`config.mk`:
```
export PLATFORM = sky130hd
export DESIGN_NAME = ppc_fetch
export DESIGN_NICKNAME = d
export VERILOG_FILES = /design/src/rtl/ppc_pkg.sv /design/src/rtl/fetch_queue.sv /design/src/rtl/ppc_fetch.sv
export SDC_FILE = /design/constraint.sdc
export NUM_CORES = 1
export LEC_CHECK = 0
export BUFFER_PORTS_ARGS = -buffer_cell sky130_fd_sc_hd__buf_2
export CAP_MARGIN = 0
export CORE_UTILIZATION = 45
export CTS_BUF_LIST = sky130_fd_sc_hd__clkbuf_16
export DETAILED_ROUTE_END_ITERATION = 12
export GPL_TIMING_DRIVEN = 0
export HOLD_SLACK_MARGIN = 0.03
export PLACE_DENSITY = 0.73
export SYNTH_ARGS = -nofsm -noshare
export SYNTH_HDL_FRONTEND = slang
export SYNTH_HIERARCHICAL = 1
export SYNTH_SLANG_ARGS = --single-unit
```
`constraint.sdc`:
```
create_clock -name clk -period 11.65 [get_ports clk]
set_input_delay 2.33 -clock clk [delete_from_list [all_inputs] [get_ports clk]]
set_output_delay 2.33 -clock clk [all_outputs]
set_load 0.1 [all_outputs]
```
`src/rtl/ppc_pkg.sv`:
```
// Shared types and helpers for the PowerPC fetch front-end.
// IBM bit numbering in the spec maps to [63:0] here: bit 0 is the MSB.
package ppc_pkg;

  localparam int XLEN     = 64;
  localparam int INSTR_W  = 32;
  localparam int DWADDR_W = 61;

  typedef struct packed {
    logic [XLEN-1:0]    pc;
    logic [INSTR_W-1:0] instr;
  } fetch_entry_t;

  // Big-endian word select: the lower address lives in the upper half of the doubleword.
  function automatic logic [INSTR_W-1:0] select_word(input logic [XLEN-1:0] pc,
                                                      input logic [XLEN-1:0] dword);
    logic [INSTR_W-1:0] w;
    if (pc[2]) begin
      w = dword[31:0];
    end else begin
      w = dword[63:32];
    end
    return w;
  endfunction

endpackage

```
`src/rtl/fetch_queue.sv`:
```
// Small synchronous FIFO of fetched {pc, instr} entries with flush.
// The head reads as zero while the queue is empty.
module fetch_queue
  import ppc_pkg::*;
#(
  parameter int DEPTH = 4,
  localparam int PTR_W = $clog2(DEPTH),
  localparam int CNT_W = PTR_W + 1
) (
  input  logic               clk,
  input  logic               reset,
  input  logic               push,
  input  logic               pop,
  input  logic               flush,
  input  fetch_entry_t       push_data,
  output fetch_entry_t       head,
  output logic [CNT_W-1:0]   count
);

  fetch_entry_t      mem_q [DEPTH];
  logic [PTR_W-1:0]  wr_ptr_q, wr_ptr_d;
  logic [PTR_W-1:0]  rd_ptr_q, rd_ptr_d;
  logic [CNT_W-1:0]  count_q, count_d;

  always_comb begin
    wr_ptr_d = wr_ptr_q;
    rd_ptr_d = rd_ptr_q;
    count_d  = count_q;
    if (flush) begin
      wr_ptr_d = '0;
      rd_ptr_d = '0;
      count_d  = '0;
    end else begin
      if (push) begin
        wr_ptr_d = wr_ptr_q + 1'b1;
      end else begin
        wr_ptr_d = wr_ptr_q;
      end
      if (pop) begin
        rd_ptr_d = rd_ptr_q + 1'b1;
      end else begin
        rd_ptr_d = rd_ptr_q;
      end
      // Simultaneous push and pop leave the occupancy unchanged at any count.
      if (push && !pop) begin
        count_d = count_q + 1'b1;
      end else if (pop && !push) begin
        count_d = count_q - 1'b1;
      end else begin
        count_d = count_q;
      end
    end
  end

  always_ff @(posedge clk or posedge reset) begin
    if (reset) begin
      wr_ptr_q <= '0;
      rd_ptr_q <= '0;
      count_q  <= '0;
    end else begin
      wr_ptr_q <= wr_ptr_d;
      rd_ptr_q <= rd_ptr_d;
      count_q  <= count_d;
    end
  end

  always_ff @(posedge clk) begin
    if (push && !flush) begin
      mem_q[wr_ptr_q] <= push_data;
    end
  end

  always_comb begin
    if (count_q != '0) begin
      head = mem_q[rd_ptr_q];
    end else begin
      head = '0;
    end
    count = count_q;
  end

endmodule

```
`src/rtl/ppc_fetch.sv`:
```
// Instruction fetch stage: holds the fetch PC, issues one word fetch per cycle,
// tracks the single in-flight request and queues {pc, instr} for decode.
module ppc_fetch
  import ppc_pkg::*;
#(
  parameter int DEPTH = 4
) (
  input  logic                clk,
  input  logic                reset,
  input  logic                halt,
  input  logic                redirect,
  input  logic [XLEN-1:0]     redirect_pc,
  output logic                mem_rd_en,
  output logic [DWADDR_W-1:0] mem_rd_addr,
  input  logic [XLEN-1:0]     mem_rd_data,
  output logic                d_valid,
  input  logic                d_ready,
  output logic [INSTR_W-1:0]  d_instr,
  output logic [XLEN-1:0]     d_pc
);

  localparam int CNT_W = $clog2(DEPTH) + 1;
  localparam logic [CNT_W:0] FULL_OCC = (CNT_W + 1)'(DEPTH);

  logic [XLEN-1:0]  fetch_pc_q, fetch_pc_d;
  logic [XLEN-1:0]  pend_pc_q, pend_pc_d;
  logic             pend_valid_q, pend_valid_d;
  logic [CNT_W-1:0] q_count;
  logic [CNT_W:0]   occupancy;
  logic             issue, push, pop, valid_out;
  fetch_entry_t     push_entry, head;

  always_comb begin
    // The in-flight slot is counted so a returning response always has room.
    occupancy = {1'b0, q_count} + {{CNT_W{1'b0}}, pend_valid_q};
    issue     = !reset && !halt && !redirect && (occupancy < FULL_OCC);
    valid_out = (q_count != '0) && !redirect;
    push      = pend_valid_q && !redirect;
    pop       = valid_out && d_ready;
    push_entry.pc    = pend_pc_q;
    push_entry.instr = select_word(pend_pc_q, mem_rd_data);

    fetch_pc_d   = fetch_pc_q;
    pend_pc_d    = pend_pc_q;
    pend_valid_d = issue;
    if (redirect) begin
      fetch_pc_d = redirect_pc & ~64'd3;
    end else if (issue) begin
      fetch_pc_d = fetch_pc_q + 64'd4;
    end else begin
      fetch_pc_d = fetch_pc_q;
    end
    if (issue) begin
      pend_pc_d = fetch_pc_q;
    end else begin
      pend_pc_d = pend_pc_q;
    end
  end

  always_ff @(posedge clk or posedge reset) begin
    if (reset) begin
      fetch_pc_q   <= '0;
      pend_pc_q    <= '0;
      pend_valid_q <= 1'b0;
    end else begin
      fetch_pc_q   <= fetch_pc_d;
      pend_pc_q    <= pend_pc_d;
      pend_valid_q <= pend_valid_d;
    end
  end

  fetch_queue #(.DEPTH(DEPTH)) u_queue (
    .clk       (clk),
    .reset     (reset),
    .push      (push),
    .pop       (pop),
    .flush     (redirect),
    .push_data (push_entry),
    .head      (head),
    .count     (q_count)
  );

  always_comb begin
    mem_rd_en   = issue;
    mem_rd_addr = fetch_pc_q[63:3];
    d_valid     = valid_out;
    d_instr     = head.instr;
    d_pc        = head.pc;
  end

endmodule

```
# ---- After elaboration in Yosys (flattened, before gate mapping)
# Memory sizes are Yosys's and may differ from the RTL's.
# Cells that the tools add are included.
dict set report totals {
  regBits 136
  mem_bits_rw 384
  in_bits 133
  mem_count 1
}
# name depth word_bits rd rd_ports_with_merged_regs wr line
set mem_list {}
lappend mem_list {u_queue.mem_q 4 96 1 0 1 fetch_queue.sv:20} ;# fetch_entry_t mem_q [DEPTH];
dict set report op_classes {
  n_addsub 6
  order_cmp 1
  n_mux 13
  reduce_logical 19
}
# op count
set ops {}
lappend ops {{$mux W64} 2}
lappend ops {{$mux W96} 1}
lappend ops {{$add A64 B3 Y64 const B} 1}
lappend ops {{$mux W32} 1}
lappend ops {{$logic_and A1 B1 Y1} 9}
lappend ops {{$mux W3} 3}
lappend ops {{$mux W2} 4}
lappend ops {{$reduce_bool A2 Y1} 3}
lappend ops {{$reduce_bool A3 Y1} 2}
lappend ops {{$logic_not A1 Y1} 5}
lappend ops {{$add A2 B1 Y2 const B} 2}
lappend ops {{$add A3 B1 Y4} 1}
lappend ops {{$lt A4 B3 Y1 const B} 1}
lappend ops {{$add A3 B1 Y3 const B} 1}
lappend ops {{$sub A3 B1 Y3 const B} 1}
lappend ops {{$mux W1} 2}

# ---- Logic depth before layout (Yosys ltp)
dict set report logic_depth {
  depth_word 7
  ltp_mapped 10
}

# ---- Modules after synthesis
# Netlist, hierarchy kept.
# mod n_inst cells_each area_per_inst_um2 seq_area_each_um2
set by_module_without_submodules {}
lappend by_module_without_submodules {fetch_queue 1 652 14894.3 11706.2}
lappend by_module_without_submodules {ppc_fetch 1 838 7174.4 3128.0}

# ---- Least setup slack after synthesis
# Ideal clock, no wire load.
dict set report synth_timing {
  path_type {in2out}
  start {input port redirect}
  end {output port d_valid}
  t_arrival_ns 4.019
  required_time_ns 9.320
  path_slack_ns 5.301
  stages 3
  path_buffers 2
  cell_sequence {clkbuf_1 clkbuf_1 nor2_1}
}
dict set report synth_via {
  elab_chain_len 2
}
# element line
set synth_rtl {}
lappend synth_rtl {{start, declared} ppc_fetch.sv:11} ;# input logic redirect,
lappend synth_rtl {{$logic_not A1 Y1} ppc_fetch.sv:37} ;# valid_out = (q_count != '0) && !redirect;
lappend synth_rtl {{$logic_and A1 B1 Y1} ppc_fetch.sv:37}
lappend synth_rtl {{end, declared} ppc_fetch.sv:16} ;# output logic d_valid,
# Every way passes these cells.

# ---- Worst setup path after layout
dict set report layout_timing {
  start {input port redirect}
  end {output port mem_rd_en}
}
dict set report layout_via {
  elab_chain_len 3
}
# element line
set layout_rtl {}
lappend layout_rtl {{$logic_not A1 Y1} ppc_fetch.sv:36} ;# issue = !reset && !halt && !redirect && (occupancy < FULL_OCC);
lappend layout_rtl {{$logic_and A1 B1 Y1 (2 in a row)} ppc_fetch.sv:36}
lappend layout_rtl {{end, declared} ppc_fetch.sv:13} ;# output logic mem_rd_en,
# Every way passes these cells.

==> results.cfg <==
[critical_path]
r2r_cells = 7
cp-start-kind = input pin
cp-startpoint = redirect
crit_arrival_ns = 4.84
critPathRequiredTime_ns = 9.32
r2r-end = pend_pc_q[20]$_DFFE_PP0P_
cp_cell_sequence = buf_2 -> or4_1 -> a31o_2 -> inv_2 -> buf_4 -> buf_2 -> buf_2 -> buf_2
worst_setup_path_end_kind = output port
worstSetupPathType = input pin to output port
r2r_start = u_queue/count[2]$_DFFE_PP0P_
critPathMaxStageDelay_ns = 0.53
path_common_cell = buf_2
critPathMaxFanout = 11
rrSetupSlack_ns = 8.80
slowest_stage = or4_1

[global_routing]
antenna_found_initial = 0
grt_usage_pct = 23.4
grt_remaining_overflow = 0
first_global_vias = 14210
grt_max_degree = 74
grt_pass1_wl_um = 86200

[clock_tree]
cts.path.max_buffers = 3
cts-htree-levels = 2
post_cts_buffers = 0
clkSinkCount = 516
cts_root_buf = clkbuf_16
cts_made_buffers = 53
postCtsHoldBufs = 0
clk_pin_slew_ns = 0.06
cts_resized = 0
worst_skew_pair.late_latency_ns = 0.60
cts_tree = yes

[layout]
final_layout_size_suffix_gt1_share_pct = 32.2
antenna_cells = 0
final_common_cell = edfxtp_1
area_growth_pct = 18.6
layout.cells.most_common_list = edfxtp_1, buf_2, nand2_1
fin_nets = 1990

[synthesis]
async_reset_ff_share_pct = 25.6
synth_seq_area_share_pct = 67.2
synth_edf_count = 384
synth_area_per_cell_um2 = 14.8
synthCells = 1490
synth_warnings = 6
yosysTopAreaCellShare_pct = 52.3
ys_ff_latch = 516
ys_dominant_reg_cell = edfxtp_1
synthTopCellsByArea = edfxtp_1, dfrtp_1, mux4_2
synthDistinctLibCells = 58
synth_top_area_cell = edfxtp_1
synthesis.area_um2 = 22100

[sta]
setup-violations-final = 0
worstMarginPinSlew_ns = 1.03
slew_headroom_pct = 31.5
finalMaxSlewViolations = 0
finalCritPeriodShare_pct = 61.5
fin_tns_setup_ns = 0
finalClockSkew_ns = 0.0162
fin_crit_ns = 7.17
hold_viol = 0
max_freq_mhz = 140
hold_slack_ns = 0.505
rsz0062_at_grt = no

[pwr]
p_leak_uw = 0.0100
ir_drop_uv = 144
power-per-cell-area_nw_per_um2 = 190

[place]
port_buffers = 289
place_hpwl_um = 40100
place.gp.congestion = 0.870

[die]
rows = 80
die_h_um = 223
core-area_um2 = 48000
io_pins = 292
die_x_um = 223
dieArea_um2 = 49900
start_util_pct = 45.9

[routing]
drt_iter0_drc = 1265
drc = 0
vias_per_cell = 5.69
drtAntennaViolNets = 0
routedWlPerCell_um = 23.1
wirelength_um = 58100
num_vias = 14281
first_pass_iters = 6

[hold_path]
holdCritPathClass = flip-flop to flip-flop
hold_end = u_queue/mem_q[3][61]$_DFFE_PP_
min-delay-start = pend_pc_q[29]$_DFFE_PP0P_
whs_path_depth = 0

[flow_run]
maxCapViolCount = 0

[status]
status = finished clean
[registers in the layout, summed over array words and instances (netlist names)]
register	cells
fetch_pc_q	62
pend_pc_q	62
pend_valid_q	1
u_queue/count	3
u_queue/mem_q	384
u_queue/rd_ptr_q	2
u_queue/wr_ptr_q	2
[Yosys cell counts (5+ instances only)]
cell type / number
nor2b_1: 101
a21oi_1: 13
dfrtp_1: 132
ha_1: 6
inv_1: 17
mux4_2: 96
and3_1: 9
nor4_1: 8
edfxtp_1: 384
a221o_1: 7
o21bai_1: 5
a31oi_1: 9
o211ai_1: 22
nand3_1: 49
nor3_1: 10
nand2_1: 247
buf_2: 27
nand4_1: 31
and2_1: 13
clkbuf_1: 45
nor2_1: 27
mux2_2: 33
buf_4: 64
o21ai_0: 33
or3_1: 13
o311ai_0: 17
or4_1: 16
a22oi_1: 5
[worst max-delay path: cells and delay by family]
family	cells	cell delay, ns
buffers and inverters	6	1.62
and+or+nand+nor	1	0.53
AOI/OAI and AO/OA	1	0.34
[stage by stage]
| stage | utilization [%] | instances | cell area, µm² | worst slack, ns | power [µW] |
|---|---|---|---|---|---|
| 2_1_floorplan | - | 1497 | 22100 | 5.30 | 3160 |
| 3_3_place_gp | 50.6 | 2401 | 24300 | 2.96 | 3410 |
| 3_5_place_dp | 51.1 | 2410 | 24500 | 4.53 | 3430 |
| 4_1_cts | 54.5 | 2509 | 26200 | 4.53 | 5010 |
| 5_1_grt | 54.5 | 2509 | 26200 | 4.43 | 5140 |
| 6_report | 54.5 | 2509 | 26200 | 4.48 | 4980 |
[cell type report]
type,count,area (µm²)
fill,3908,21900
sequential,516,14800
multi-input combinational,819,6350
timing repair buffer,298,1660
clock buffer,56,1400
buffer,144,848
tap,615,769
clock inverter,43,234
inverter,18,72.6
[cell families (layout without fill, tap and decap cells)]
kind of cell | after synthesis | in the layout | synth area share (%)
AND/OR/NAND/NOR | 537 | 537 | 12.3
flip-flops | 516 | 516 | 67.2
buffers and inverters | 162 | 559 | 4.15
AO/OA/AOI/OAI | 130 | 130 | 4.11
multiplexers | 130 | 130 | 11.5
adder cells (fa/ha/maj) | 7 | 7 | 0.431
XOR/XNOR | 7 | 7 | 0.278
other | 1 | 8 | 0.0170
[how the worst max path moves through the flow]
stage                                     endpoint  cells past startpoint
floorplan                                  d_valid                      3
global placement    u_queue/mem_q[2][63]$_DFFE_PP_                      6
detailed placement                       mem_rd_en                      8
CTS                                      mem_rd_en                      8
global route                             mem_rd_en                      8
finish                                   mem_rd_en                      8
[power by group]
| group | internal, µW | switching, µW |
|---|---|---|
| logic | 243 | 911 |
| registers | 2120 | 112 |
| clock network | 906 | 685 |
[routing by layer]
layer	up-vias	global-route usage [%]	share of wire, %
met2	748	36.8	47
met3	112	5.10	8.5
met1	7129	31.7	41
li1	6290	-	-
met4	2	9.19	3.3
met5	-	1.27	0.15
No activity file was read; power rests on OpenSTA's default activity.
